<file path="src/rtl/psw_flag_unit.sv">
// rtl/psw_flag_unit.sv - PSW flag register with carry feedback and interrupt shadow stack
// Optional shadow stack is built only when PSW_SHADOW_EN is defined.
module psw_flag_unit #(
  parameter int WIDTH     = 16,
  parameter int STK_DEPTH = 2
) (
  input  logic             clk,
  input  logic             rst,
  input  logic [WIDTH-1:0] Sum,
  input  logic             Cout,
  input  logic             A_msb,
  input  logic             B_msb,
  input  logic             ALUop,
  input  logic             flag_we,
  input  logic [3:0]       flag_mask,
  input  logic             psw_wr,
  input  logic [WIDTH-1:0] psw_din,
  input  logic             setc,
  input  logic             clrc,
  input  logic             int_save,
  input  logic             int_restore,
  output logic             PSW_C,
  output logic             PSW_Z,
  output logic             PSW_N,
  output logic             PSW_V,
  output logic             PSW_IE,
  output logic [WIDTH-1:0] psw_dout,
  output logic [2:0]       stk_cnt,
  output logic             stk_err
);

  logic c_q, z_q, n_q, v_q, ie_q;
  logic c_d, z_d, n_d, v_d, ie_d;
  logic bx, alu_c, alu_z, alu_n, alu_v;
  logic [4:0] psw_cur;
  logic unused_din;

  assign psw_cur    = {ie_q, v_q, n_q, z_q, c_q};
  assign unused_din = ^psw_din[WIDTH-2:5];

  // Subtract feeds ~B into the adder, so overflow must see the inverted sign bit.
  assign bx    = ALUop ? ~B_msb : B_msb;
  assign alu_c = Cout;
  assign alu_z = (Sum == '0);
  assign alu_n = Sum[WIDTH-1];
  assign alu_v = (A_msb == bx) && (Sum[WIDTH-1] != A_msb);

`ifdef PSW_SHADOW_EN
  logic [4:0] stk_q [4];
  logic [2:0] stk_cnt_q, stk_cnt_d;
  logic       stk_err_q, stk_err_d;
  logic       push_en;
  logic [1:0] push_idx, pop_idx;

  assign push_idx = stk_cnt_q[1:0];
  assign pop_idx  = 2'(stk_cnt_q - 3'd1);
`else
  logic unused_shadow;
  assign unused_shadow = int_restore ^ psw_din[WIDTH-1];
`endif

  always_comb begin
    c_d  = c_q;
    z_d  = z_q;
    n_d  = n_q;
    v_d  = v_q;
    ie_d = ie_q;
`ifdef PSW_SHADOW_EN
    stk_cnt_d = stk_cnt_q;
    stk_err_d = stk_err_q;
    push_en   = 1'b0;
    if (int_restore) begin
      if (stk_cnt_q != 3'd0) begin
        {ie_d, v_d, n_d, z_d, c_d} = stk_q[pop_idx];
        stk_cnt_d = stk_cnt_q - 3'd1;
      end else begin
        stk_err_d = 1'b1;
      end
    end else if (int_save) begin
      ie_d = 1'b0;
      if (stk_cnt_q < 3'(STK_DEPTH)) begin
        push_en   = 1'b1;
        stk_cnt_d = stk_cnt_q + 3'd1;
      end else begin
        stk_err_d = 1'b1;
      end
    end else
`else
    if (int_save) begin
      ie_d = 1'b0;
    end else
`endif
    if (psw_wr) begin
      {ie_d, v_d, n_d, z_d, c_d} = psw_din[4:0];
`ifdef PSW_SHADOW_EN
      if (psw_din[WIDTH-1]) stk_err_d = 1'b0;
`endif
    end else if (setc || clrc) begin
      // Both high cancel out; flag_we still owns Z/N/V here.
      if (setc && !clrc) c_d = 1'b1;
      if (clrc && !setc) c_d = 1'b0;
      if (flag_we) begin
        if (flag_mask[1]) z_d = alu_z;
        if (flag_mask[2]) n_d = alu_n;
        if (flag_mask[3]) v_d = alu_v;
      end
    end else if (flag_we) begin
      if (flag_mask[0]) c_d = alu_c;
      if (flag_mask[1]) z_d = alu_z;
      if (flag_mask[2]) n_d = alu_n;
      if (flag_mask[3]) v_d = alu_v;
    end
  end

  always_ff @(posedge clk) begin
    if (rst) begin
      c_q  <= 1'b0;
      z_q  <= 1'b0;
      n_q  <= 1'b0;
      v_q  <= 1'b0;
      ie_q <= 1'b0;
    end else begin
      c_q  <= c_d;
      z_q  <= z_d;
      n_q  <= n_d;
      v_q  <= v_d;
      ie_q <= ie_d;
    end
  end

`ifdef PSW_SHADOW_EN
  always_ff @(posedge clk) begin
    if (rst) begin
      stk_cnt_q <= 3'd0;
      stk_err_q <= 1'b0;
    end else begin
      stk_cnt_q <= stk_cnt_d;
      stk_err_q <= stk_err_d;
    end
  end

  always_ff @(posedge clk) begin
    if (!rst && push_en) stk_q[push_idx] <= psw_cur;
  end

  assign stk_cnt = stk_cnt_q;
  assign stk_err = stk_err_q;
`else
  logic unused_cur;
  assign unused_cur = ^psw_cur;
  assign stk_cnt    = 3'd0;
  assign stk_err    = 1'b0;
`endif

  assign PSW_C    = c_q;
  assign PSW_Z    = z_q;
  assign PSW_N    = n_q;
  assign PSW_V    = v_q;
  assign PSW_IE   = ie_q;
  assign psw_dout = {{(WIDTH-5){1'b0}}, psw_cur};

endmodule

</file>
<file path="config.mk">
export PLATFORM = sky130hd
export DESIGN_NAME = psw_flag_unit
export DESIGN_NICKNAME = d
export VERILOG_FILES = /design/src/rtl/psw_flag_unit.sv
export SDC_FILE = /design/constraint.sdc
export NUM_CORES = 1
export LEC_CHECK = 0
export BUFFER_PORTS_ARGS = -buffer_cell sky130_fd_sc_hd__buf_2
export CAP_MARGIN = 20
export CORE_UTILIZATION = 32
export CTS_BUF_LIST = sky130_fd_sc_hd__clkbuf_2
export DETAILED_ROUTE_END_ITERATION = 8
export GPL_ROUTABILITY_DRIVEN = 0
export PLACE_DENSITY_LB_ADDON = 0.25
export SLEW_MARGIN = 20
export SYNTH_ARGS = -nofsm -noshare
export SYNTH_HDL_FRONTEND = slang
export SYNTH_SLANG_ARGS = --single-unit
</file>
<file path="constraint.sdc">
create_clock -name clk -period 1.25 [get_ports clk]
set_input_delay 0.0625 -clock clk [delete_from_list [all_inputs] [get_ports clk]]
set_output_delay 0.0625 -clock clk [all_outputs]
set_load 0.05 [all_outputs]
</file>
---- Word level (Yosys, flattened, before mapping) ----
Index checks and enable logic that the tools add are counted.
word-level totals
  register bits after elaboration ......... 5
  input port bits ......................... 48
  word-level logic and storage cells ...... 44
operators by class
  equal/unequal tests ..................... 3
  mux-type cells .......................... 16
  bitwise logic cells ..................... 2
  reduce and logical (&&, ||, !) cells .... 18
operator list
  cell                  number
  $logic_not A16 Y1     1
  $mux W1               16
  $reduce_and A3 Y1     3
  $reduce_bool A2 Y1    4
  $reduce_bool A3 Y1    2
  $ne A4 B2 Y1 const B  1
  $reduce_and A4 Y1     1
  $logic_and A1 B1 Y1   3
  $logic_not A1 Y1      2
  $not A1 Y1            2
  $reduce_or A2 Y1      1
  $eq A1 B1 Y1          1
  $logic_or A1 B1 Y1    1
  $ne A1 B1 Y1          1

---- Depth between registers and ports, before layout ----
Gate-level depths: netlist (run 1).
  word-level depth ........................ 7
  depth in mapped cells ................... 5
  gate-level depth less buffers ........... 5

---- Worst setup path after synthesis (run 1) ----
Ideal clock, no wire load.
  kind .................................... flip-flop to flip-flop
  from .................................... register PSW_Z (netlist name)
  to ...................................... register z_q (netlist: PSW_Z)
  arrival time ............................ 1.034 ns
  required time ........................... 1.175 ns
  path slack .............................. 0.141 ns
  stages on the path, launching flop included .. 4
  buffers on the path ..................... 0
  clock period less this slack ............ 1.109 ns
  cell sequence ........................... dfxtp_1 nand2b_1 nand3_1 o22ai_1
RTL lines
  element               RTL line  RTL
  to (signal assigned)  124       z_q <= z_d;
  to (decl)             32        logic c_q, z_q, n_q, v_q, ie_q;

---- Worst setup path after layout (run 1) ----
  from .................................... register z_q (netlist: PSW_Z)
  to ...................................... output psw_dout[1]
RTL lines
  element    RTL line  RTL
  to (decl)  27        output logic [WIDTH-1:0] psw_dout,
No word-level cell between the ends.

==> run metrics, run 1 <==
Post-DRT Antenna Nets 0; Worst Path Buf+Inv 1; CP Launch Point PSW_Z$_SDFFE_PP0P_; Peak VDD IR 0.261 mV; upper clock frequency limit 1080 MHz; ANT cells 0; GRT Util Overall 13.0%; maximum buffer depth of the clock tree 2; num rows 14; Leakage 0.412 nW; die width 44.2 um; number of buffers added on ports 45; dominant synthesized flop cell dfxtp_1; crit-path cells buf_2; reg2reg start PSW_Z$_SDFFE_PP0P_; CTS tree built; Int Power 0.341 mW; final period utilization 74.2%; first-pass GRT wire length 1950 um; vias per cell 4.55; largest net degree at the start of global routing 14; Setup Skew 0 ns; initial antenna violation count 0; post-synth top area share 26.4%; CP arrival 0.86 ns; H-tree Lvls 1; worst min-delay path class in2reg; Area contributors post-synth buf_4 (26%), dfxtp_1 (18%), mux2i_1 (7.0%), ha_1 (4.4%), nor4_1 (3.3%); final hold vios 0; core region area 1580 um^2; Clk pin slew, worst setup/hold paths 0.06 ns; nets 165; Routed WL per cell 9.03 um; TritonCTS Buffers 3; DRT iter0 DRCs 14; Non-Filler Instances 130; min-delay src rst; Die Y 44.2 um; Post-synth EDFFs 0; Syn Area/Cell 7.91 um^2; RSZ-0062 raised after global routing false; Yosys Warn Count 0; FF+latch count, synth 5; most frequent cell after synthesis buf_4; area growth from synthesis to layout 27.5%; Worst Path Max Fanout 4; PwrDens 890 nW/um^2; net load switching power 0.305 mW; Largest delay share family, worst path flip-flops; CTS root buffer clkbuf_2; Logic pwr share 49.3%; Die ar. 1950 um^2; WL final 1170 um; Clk Latency, worst-skew pair 0.21 ns; Pwr Total 0.646 mW; post-DP HPWL 984 um; setup violators final 0; hold buffer count at cts 0; failing checks design-rule violations; Inst Count DP 126; largest area contributor in the netlist buf_4; minimum clock period after layout 0.927 ns; Startpoint Class register; Max Slew Vio Count 0; max incr delay on CP 0.37 ns; setup bufs post-CTS 0; Flop pwr share 27.4%; Critical Path RT 1.19 ns; vias in the first global route 511; Crit Path Category reg2out; post-CTS sizing 0; Seq/Total Area, Yosys 17.6%; hold path depth 2; io pins 73; status finished, violations left; clock sink count 5; vias 591; Syn Inst Count 72; share of layout cells above drive strength 1 45.6%; Clk pwr share 23.3%; ys async rst share 0%; drt pass-1 iters 9; gr ovfl total 0; max-cap viol count 0; critical path endpoint category output pin; Initial Utilization 36.1%; netlist area before placement 569 um^2; Yosys cell types 30; switching share of power 47.2%; most instantiated cells after synthesis buf_4 (20), dfxtp_1 (5), inv_1 (4), mux2i_1 (4); cells on worst reg2reg path 3; critical path depth 1; CP max-delay cell dfxtp_1; fillcell total 177; TNS Setup 0 ns; Remaining DRCs 1
[layout by cell type (no fill, tap or decap), drive strengths merged, types with 2 or more instances in the layout]
cell type and count:
ha 2, nor3 2, o211ai 2, mux2i 4, inv 4, nand3 2
nand2b 2, buf 45, nand4 2, nor4 3, nor2 2, a21oi 4
or2b 2, dfxtp 5, nor2b 2, conb 15, clkbuf 4
[power by group through the flow]
stage               sequential, mW  clock, mW  combinational, mW
CTS                          0.177      0.160              0.319
detailed placement           0.180          0              0.319
finish                       0.177      0.151              0.318
global route                 0.179      0.169              0.341
floorplan                    0.216          0              0.247
global placement             0.180          0              0.317
[final cells by class]
cell class	count	area, um^2	area share (%)
timing repair buffer	45	225	31.0
sequential	5	100	13.8
inverter	4	15.0	2.07
clock buffer	4	20.0	2.76
tap	16	20.0	2.76
multi-input combinational	56	345	47.6
[metal layers]
layer / track usage (%) / up-vias / share of wire (%)
li1: - / 303 / -
met1: 16.0 / 251 / 42
met2: 21.8 / 37 / 49
met3: 2.86 / 0 / 9.5
met4: 5.45 / 0 / 0
met5: 0 / - / 0
[kinds of logic (layout without fill, tap and decap cells)]
group | after synthesis | after routing | synth area share (%)
AO/OA/AOI/OAI | 11 | 11 | 13.0
XOR/XNOR | 1 | 1 | 1.54
adder cells (fa/ha/maj) | 2 | 2 | 4.39
buffers and inverters | 25 | 53 | 31.0
flip-flops | 5 | 5 | 17.6
multiplexers | 4 | 4 | 7.03
other | 1 | 15 | 0.659
AND/OR/NAND/NOR | 23 | 23 | 24.8
[path summary, 6_finish.rpt]
| path | end | slack [ns] |
|---|---|---|
| worst min-delay path | PSW_N$_SDFFE_PP0P_ | 0.04 |
| worst min register to register | PSW_C$_SDFFE_PP0P_ | 0.47 |
| worst max-delay path | psw_dout[1] | 0.32 |
| worst max register to register | PSW_Z$_SDFFE_PP0P_ | 0.36 |
[stage by stage]
stage               setup slack, ns  area, um^2  util [%]  hold slack [ns]
finish                        0.323         726      46.0           0.0408
global route                  0.263         726      46.0           0.0307
CTS                           0.307         726      46.0           0.0285
detailed placement            0.171         706      44.8            0.268
global placement              0.185         706      44.8            0.268
floorplan                     0.141         622         -            0.132
[state kept, by name, indices dropped and copies added (netlist names)]
register  cells
PSW_C         1
PSW_IE        1
PSW_N         1
PSW_V         1
PSW_Z         1
Note: power is estimated with default switching activity, not from simulation.
==> run 2: changes to the inputs <==
==> constraint.sdc (replaced) <==
create_clock -name clk -period 0.9 [get_ports clk]
set_input_delay 0.045 -clock clk [delete_from_list [all_inputs] [get_ports clk]]
set_output_delay 0.045 -clock clk [all_outputs]
set_load 0.05 [all_outputs]
==> run 2 against run 1 <==
The flow still finishes with violations (design-rule violations). Final cell count is 5.4% higher. Via count is 4.9% higher. Die area stayed put. Sequential power is 41% higher. Total power is 44% higher. Critical path type unchanged.
==> run metrics, run 2 (synthesis gave the netlist of run 1 again) <==
most common cell after layout, fill and taps aside buf_2; worst min-delay path class in2reg; Die ar. 1950 um^2 (unchanged); gr ovfl total 0 (unchanged); CTS tree built; Register Area 106 um^2 (+6.3%); H-tree Lvls 1 (unchanged); max-cap viol count 0 (unchanged); num rows 14 (unchanged); GRT Util Overall 14.0% (+1.0 points); upper clock frequency limit 1170 MHz; Clk Latency, worst-skew pair 0.21 ns (about the same); setup violators final 0 (unchanged); core region area 1580 um^2 (unchanged); vias 620 (+4.9%); final design area excluding fillers 792 um^2 (+9.1%); final hold vios 0 (unchanged); Worst Path Max Fanout 3 (-1); max layer used met3; CP max-delay cell dfxtp_2; largest net degree at the start of global routing 12 (-2); Routed met1 length 519 um (+6.4%); ANT cells 0 (unchanged); Reg2Reg Setup Slack 0.05 ns (-0.31 ns); reg2reg start PSW_Z$_SDFFE_PP0P_; nets 172 (+4.2%); Startpoint Class register; Max Slew Vio Count 0 (unchanged); maximum buffer depth of the clock tree 2 (unchanged); first-pass GRT wire length 2080 um (+6.7%); Initial Utilization 36.1% (unchanged); Remaining DRCs 2 (+1); min-delay src rst; utilization after layout 50.2% (+4.2 points); DR WL met2 673 um (+17%); most frequent cells in the layout buf_2 (43), conb_1 (15), buf_4 (6), dfxtp_2 (5); post-DP HPWL 1100 um (+12%); share of layout cells above drive strength 1 52.1% (+6.5 points); WL final 1290 um (+9.9%); status finished, violations left; cells on worst reg2reg path 3 (unchanged); Worst Path Buf+Inv 1 (unchanged); minimum clock period after layout 0.855 ns; io pins 73 (unchanged); DRT iter0 DRCs 8 (-6); CP arrival 0.81 ns (-0.05 ns); failing checks design-rule violations; WHS Endpoint PSW_IE$_SDFFE_PP0P_; Crit Path Category reg2out; Largest delay share family, worst path flip-flops; PwrDens 1180 nW/um^2 (+32%); Routed WL per cell 9.42 um (+4.3%); max incr delay on CP 0.34 ns (-0.03 ns); Clk pin slew, worst setup/hold paths 0.06 ns (about the same); placed instance area 757 um^2 (+7.3%); die width 44.2 um (unchanged); footprint of the multi-input gates 345 um^2 (unchanged); final period utilization 95.0%; Leakage 0.447 nW (+8.4%); initial antenna violation count 0 (unchanged); TritonCTS Buffers 3 (unchanged); critical path endpoint category output pin; Critical Path RT 0.85 ns (-0.34 ns); fillcell total 166 (-6.2%); Die Y 44.2 um (unchanged); CP Launch Point PSW_IE$_SDFFE_PP0P_; drt pass-1 iters 5 (-4); crit-path cells buf_2; vias in the first global route 533 (+4.3%); area growth from synthesis to layout 39.1%; Reg-to-Reg End PSW_Z$_SDFFE_PP0P_; Peak VDD IR 0.443 mV (+70%); CTS root buffer clkbuf_2; Setup Skew 0 ns (unchanged); hold path depth 2 (unchanged); routed wl met3 96 um (-14%); Post-DRT Antenna Nets 0 (unchanged); vias per cell 4.53 (-0.45%); number of buffers added on ports 45 (unchanged); setup bufs post-CTS 0 (unchanged); RSZ-0062 raised after global routing true; clock sink count 5 (unchanged)
run 2: cell types whose count changed in the layout (fill, tap and decap cells not counted):
cell           before  now
dfxtp_1             5    0
o311ai_0            1    0
o311ai_1            0    1
buf_4               0    6
buf_2              45   43
dlygate4sd3_1       0    1
dfxtp_2             0    5
clkbuf_4            0    2
run 2: worst max-delay path by stage:
| stage | end | cells past startpoint | slack [ns] |
|---|---|---|---|
| final | PSW_IE | 1 | 0.05 |
| after global routing | PSW_IE | 1 | -0.003 |
| after CTS | PSW_Z$_SDFFE_PP0P_ | 3 | 0.01 |
| after detailed placement | PSW_C$_SDFFE_PP0P_ | 6 | -0.13 |
| after global placement | PSW_V$_SDFFE_PP0P_ | 3 | -0.09 |
| after floorplan | PSW_Z$_SDFFE_PP0P_ | 3 | -0.07 |
run 2: metal layers:
metal / track usage, % / up-vias
met5: 0 / -
met2: 24.4 / 26
met1: 15.5 / 275
li1: - / 319
met4: 7.27 / 0
met3: 3.67 / 0
run 2: metrics by stage:
stage	setup TNS, ns	power (mW)	worst slack [ns]	hold WS [ns]	cells
after floorplan	-0.0690	0.647	-0.0690	0.107	86
after global placement	-0.243	0.715	-0.0865	0.247	132
after detailed placement	-0.301	0.719	-0.126	0.244	132
after CTS	0	0.939	0.0102	0.00515	136
after global routing	-0.00957	0.999	-0.00295	0.0108	137
final	0	0.932	0.0450	0.0284	137
run 2: where the power goes:
group          switching [mW]  internal [mW]  leakage, nW  total (mW)
clock network          0.0937          0.118       0.0166       0.211
logic                   0.329          0.143        0.387       0.472
registers              0.0104          0.239       0.0430       0.249
total                   0.433          0.499        0.447       0.932
run 2: timing repair:
item / in CTS / in global routing
endpoints found under the hold margin: 0 / 1
hold buffers: 0 / 1
gates resized for setup: 0 / 2
endpoints found under the setup margin: 0 / 7
run 2: cell type report:
class / instances / share of cell area (%)
Tap cell: 16 / 2.53
Timing Repair Buffer: 52 / 36.0
Multi-Input combinational cell: 56 / 43.6
Clock buffer: 4 / 2.53
Sequential cell: 5 / 13.4
Inverter: 4 / 1.90
==> run 3: changes to the inputs <==
--- a/config.mk
+++ b/config.mk
@@ -5,7 +5,7 @@
 export SDC_FILE = /design/constraint.sdc
 export NUM_CORES = 1
 export LEC_CHECK = 0
-export BUFFER_PORTS_ARGS = -buffer_cell sky130_fd_sc_hd__buf_2
+export BUFFER_PORTS_ARGS = -buffer_cell sky130_fd_sc_hd__buf_4
 export CAP_MARGIN = 20
 export CORE_UTILIZATION = 32
 export CTS_BUF_LIST = sky130_fd_sc_hd__clkbuf_2
==> run 3 against run 2 <==
The flow still finishes with violations (design-rule violations). Die area unchanged. Global-route usage up 1.9 points. Combinational power up 11%. Fmax up 0.65%. Sequential cell count unchanged. Final area up 12%. Wire length up 12%. Sequential share of layout area down 1.4 points.
==> run metrics, run 3 (synthesis gave the netlist of run 1 again) <==
Initial Utilization 36.1% (unchanged); TNS Setup 0 ns (unchanged); post-CTS sizing 0 (unchanged); max-cap viol count 0 (unchanged); max incr delay on CP 0.34 ns (about the same); Critical Path RT 1.02 ns (+0.17 ns); share of layout cells above drive strength 1 51.3% (-0.81 points); setup violators final 0 (unchanged); Peak VDD IR 0.516 mV (+17%); cells on worst reg2reg path 3 (unchanged); Post-DRT Antenna Nets 0 (unchanged); ANT cells 0 (unchanged); vias 631 (+1.8%); Clk Latency, worst-skew pair 0.22 ns (about the same); Largest delay share family, worst path flip-flops; core region area 1580 um^2 (unchanged); nets 170 (-1.2%); Crit Path Category reg2reg; vias in the first global route 560 (+5.1%); CP arrival 0.97 ns (+0.16 ns); RSZ-0062 raised after global routing false; gr ovfl total 0 (unchanged); H-tree Lvls 1 (unchanged); setup bufs post-CTS 0 (unchanged); Startpoint Class register; failing checks design-rule violations; Worst Path Max Fanout 4 (+1); min-delay src Sum[4]; worst min-delay path class in2reg; Clk pin slew, worst setup/hold paths 0.07 ns (about the same); CP max-delay cell dfxtp_2; largest net degree at the start of global routing 9 (-3); io pins 73 (unchanged); GRT Util Overall 16.0% (+1.9 points); upper clock frequency limit 1180 MHz (+0.65%); die width 44.2 um (unchanged); Routed WL per cell 10.7 um (+14%); WL final 1450 um (+12%); CTS root buffer clkbuf_2; CTS tree built; most common cell after layout, fill and taps aside buf_4; area growth from synthesis to layout 55.4%; hold path depth 4 (+2); vias per cell 4.67 (+3.3%); PwrDens 1130 nW/um^2 (-4.1%); initial antenna violation count 0 (unchanged); Die ar. 1950 um^2 (unchanged); Remaining DRCs 1 (-1); crit-path cells a211o_1 -> nand3_1 -> o22ai_1; clock sink count 5 (unchanged); Leakage 0.469 nW (+5.0%); most frequent cells in the layout buf_4 (49), conb_1 (15), dfxtp_2 (5); final hold vios 0 (unchanged); minimum clock period after layout 0.850 ns (-0.00549 ns); critical path depth 3 (+2); Inst Count DP 130 (-1.5%); critical path endpoint category register; Die Y 44.2 um (unchanged); post-DP HPWL 1200 um (+9.3%); final period utilization 94.4% (-0.61 points); Worst Path Buf+Inv 0 (-1); Non-Filler Instances 135 (-1.5%); maximum buffer depth of the clock tree 2 (unchanged); first-pass GRT wire length 2280 um (+9.7%); drt pass-1 iters 8 (+3); number of buffers added on ports 45 (unchanged); num rows 14 (unchanged); reg2reg start PSW_Z$_SDFFE_PP0P_; fillcell total 160 (-3.6%); DRT iter0 DRCs 13 (+5); CP Launch Point PSW_Z$_SDFFE_PP0P_; status finished, violations left; Max Slew Vio Count 0 (unchanged); Setup Skew 0 ns (unchanged); TritonCTS Buffers 3 (unchanged)
run 3: stage by stage:
| step | utilization, % | cell area [um^2] | hold WS [ns] | worst slack (ns) | power (mW) |
|---|---|---|---|---|---|
| after floorplan | - | 628 | 0.107 | -0.0690 | 0.647 |
| after global placement | 54.2 | 855 | 0.226 | -0.0699 | 0.769 |
| after detailed placement | 54.2 | 855 | 0.227 | -0.129 | 0.775 |
| final | 56.1 | 885 | 0.0863 | 0.0505 | 0.999 |
| after CTS | 56.1 | 885 | 0.0855 | 0.00673 | 1.01 |
| after global routing | 56.1 | 885 | 0.0949 | 0.0330 | 1.05 |
run 3: what timing repair did:
| action | 4_1_cts | 5_1_grt |
|---|---|---|
| hold buffers | 1 | 0 |
| endpoints found under the setup margin | 0 | 1 |
| endpoints found under the hold margin | 2 | 0 |
run 3: final cells by class:
class | instances | area, um^2 | area share, %
flip-flops and latches | 5 | 106 | 12.0
well taps | 16 | 20.0 | 2.26
inverters | 4 | 15.0 | 1.70
multi-input cells | 56 | 345 | 39.0
clock buffers | 4 | 20.0 | 2.26
repair buffers | 50 | 378 | 42.7
run 3: metal layers:
metal  global-route usage [%]  up-vias  routed length, um
li1                         -      314                  -
met2                     27.1       28                776
met1                     17.0      287                537
met4                     9.70        0                 17
met3                     5.31        2                114
met5                        0        -                  0
run 3: worst reg2reg max path, cell delays in order (launching register included):
cell and delay [ns]:
dfxtp_2 0.34, a211o_1 0.24, nand3_1 0.09, o22ai_1 0.08
run 3: report_power, final:
group	switching, mW	internal, mW	total, mW
combinational	0.331	0.193	0.524
clock	0.107	0.118	0.225
sequential	0.0111	0.239	0.250
total	0.449	0.550	0.999
run 3: path summary, 6_finish.rpt:
kind,end,slack [ns]
setup / recovery,PSW_Z$_SDFFE_PP0P_,0.05
hold / removal,PSW_Z$_SDFFE_PP0P_,0.09
setup reg to reg,PSW_Z$_SDFFE_PP0P_,0.05
hold reg to reg,PSW_C$_SDFFE_PP0P_,0.47
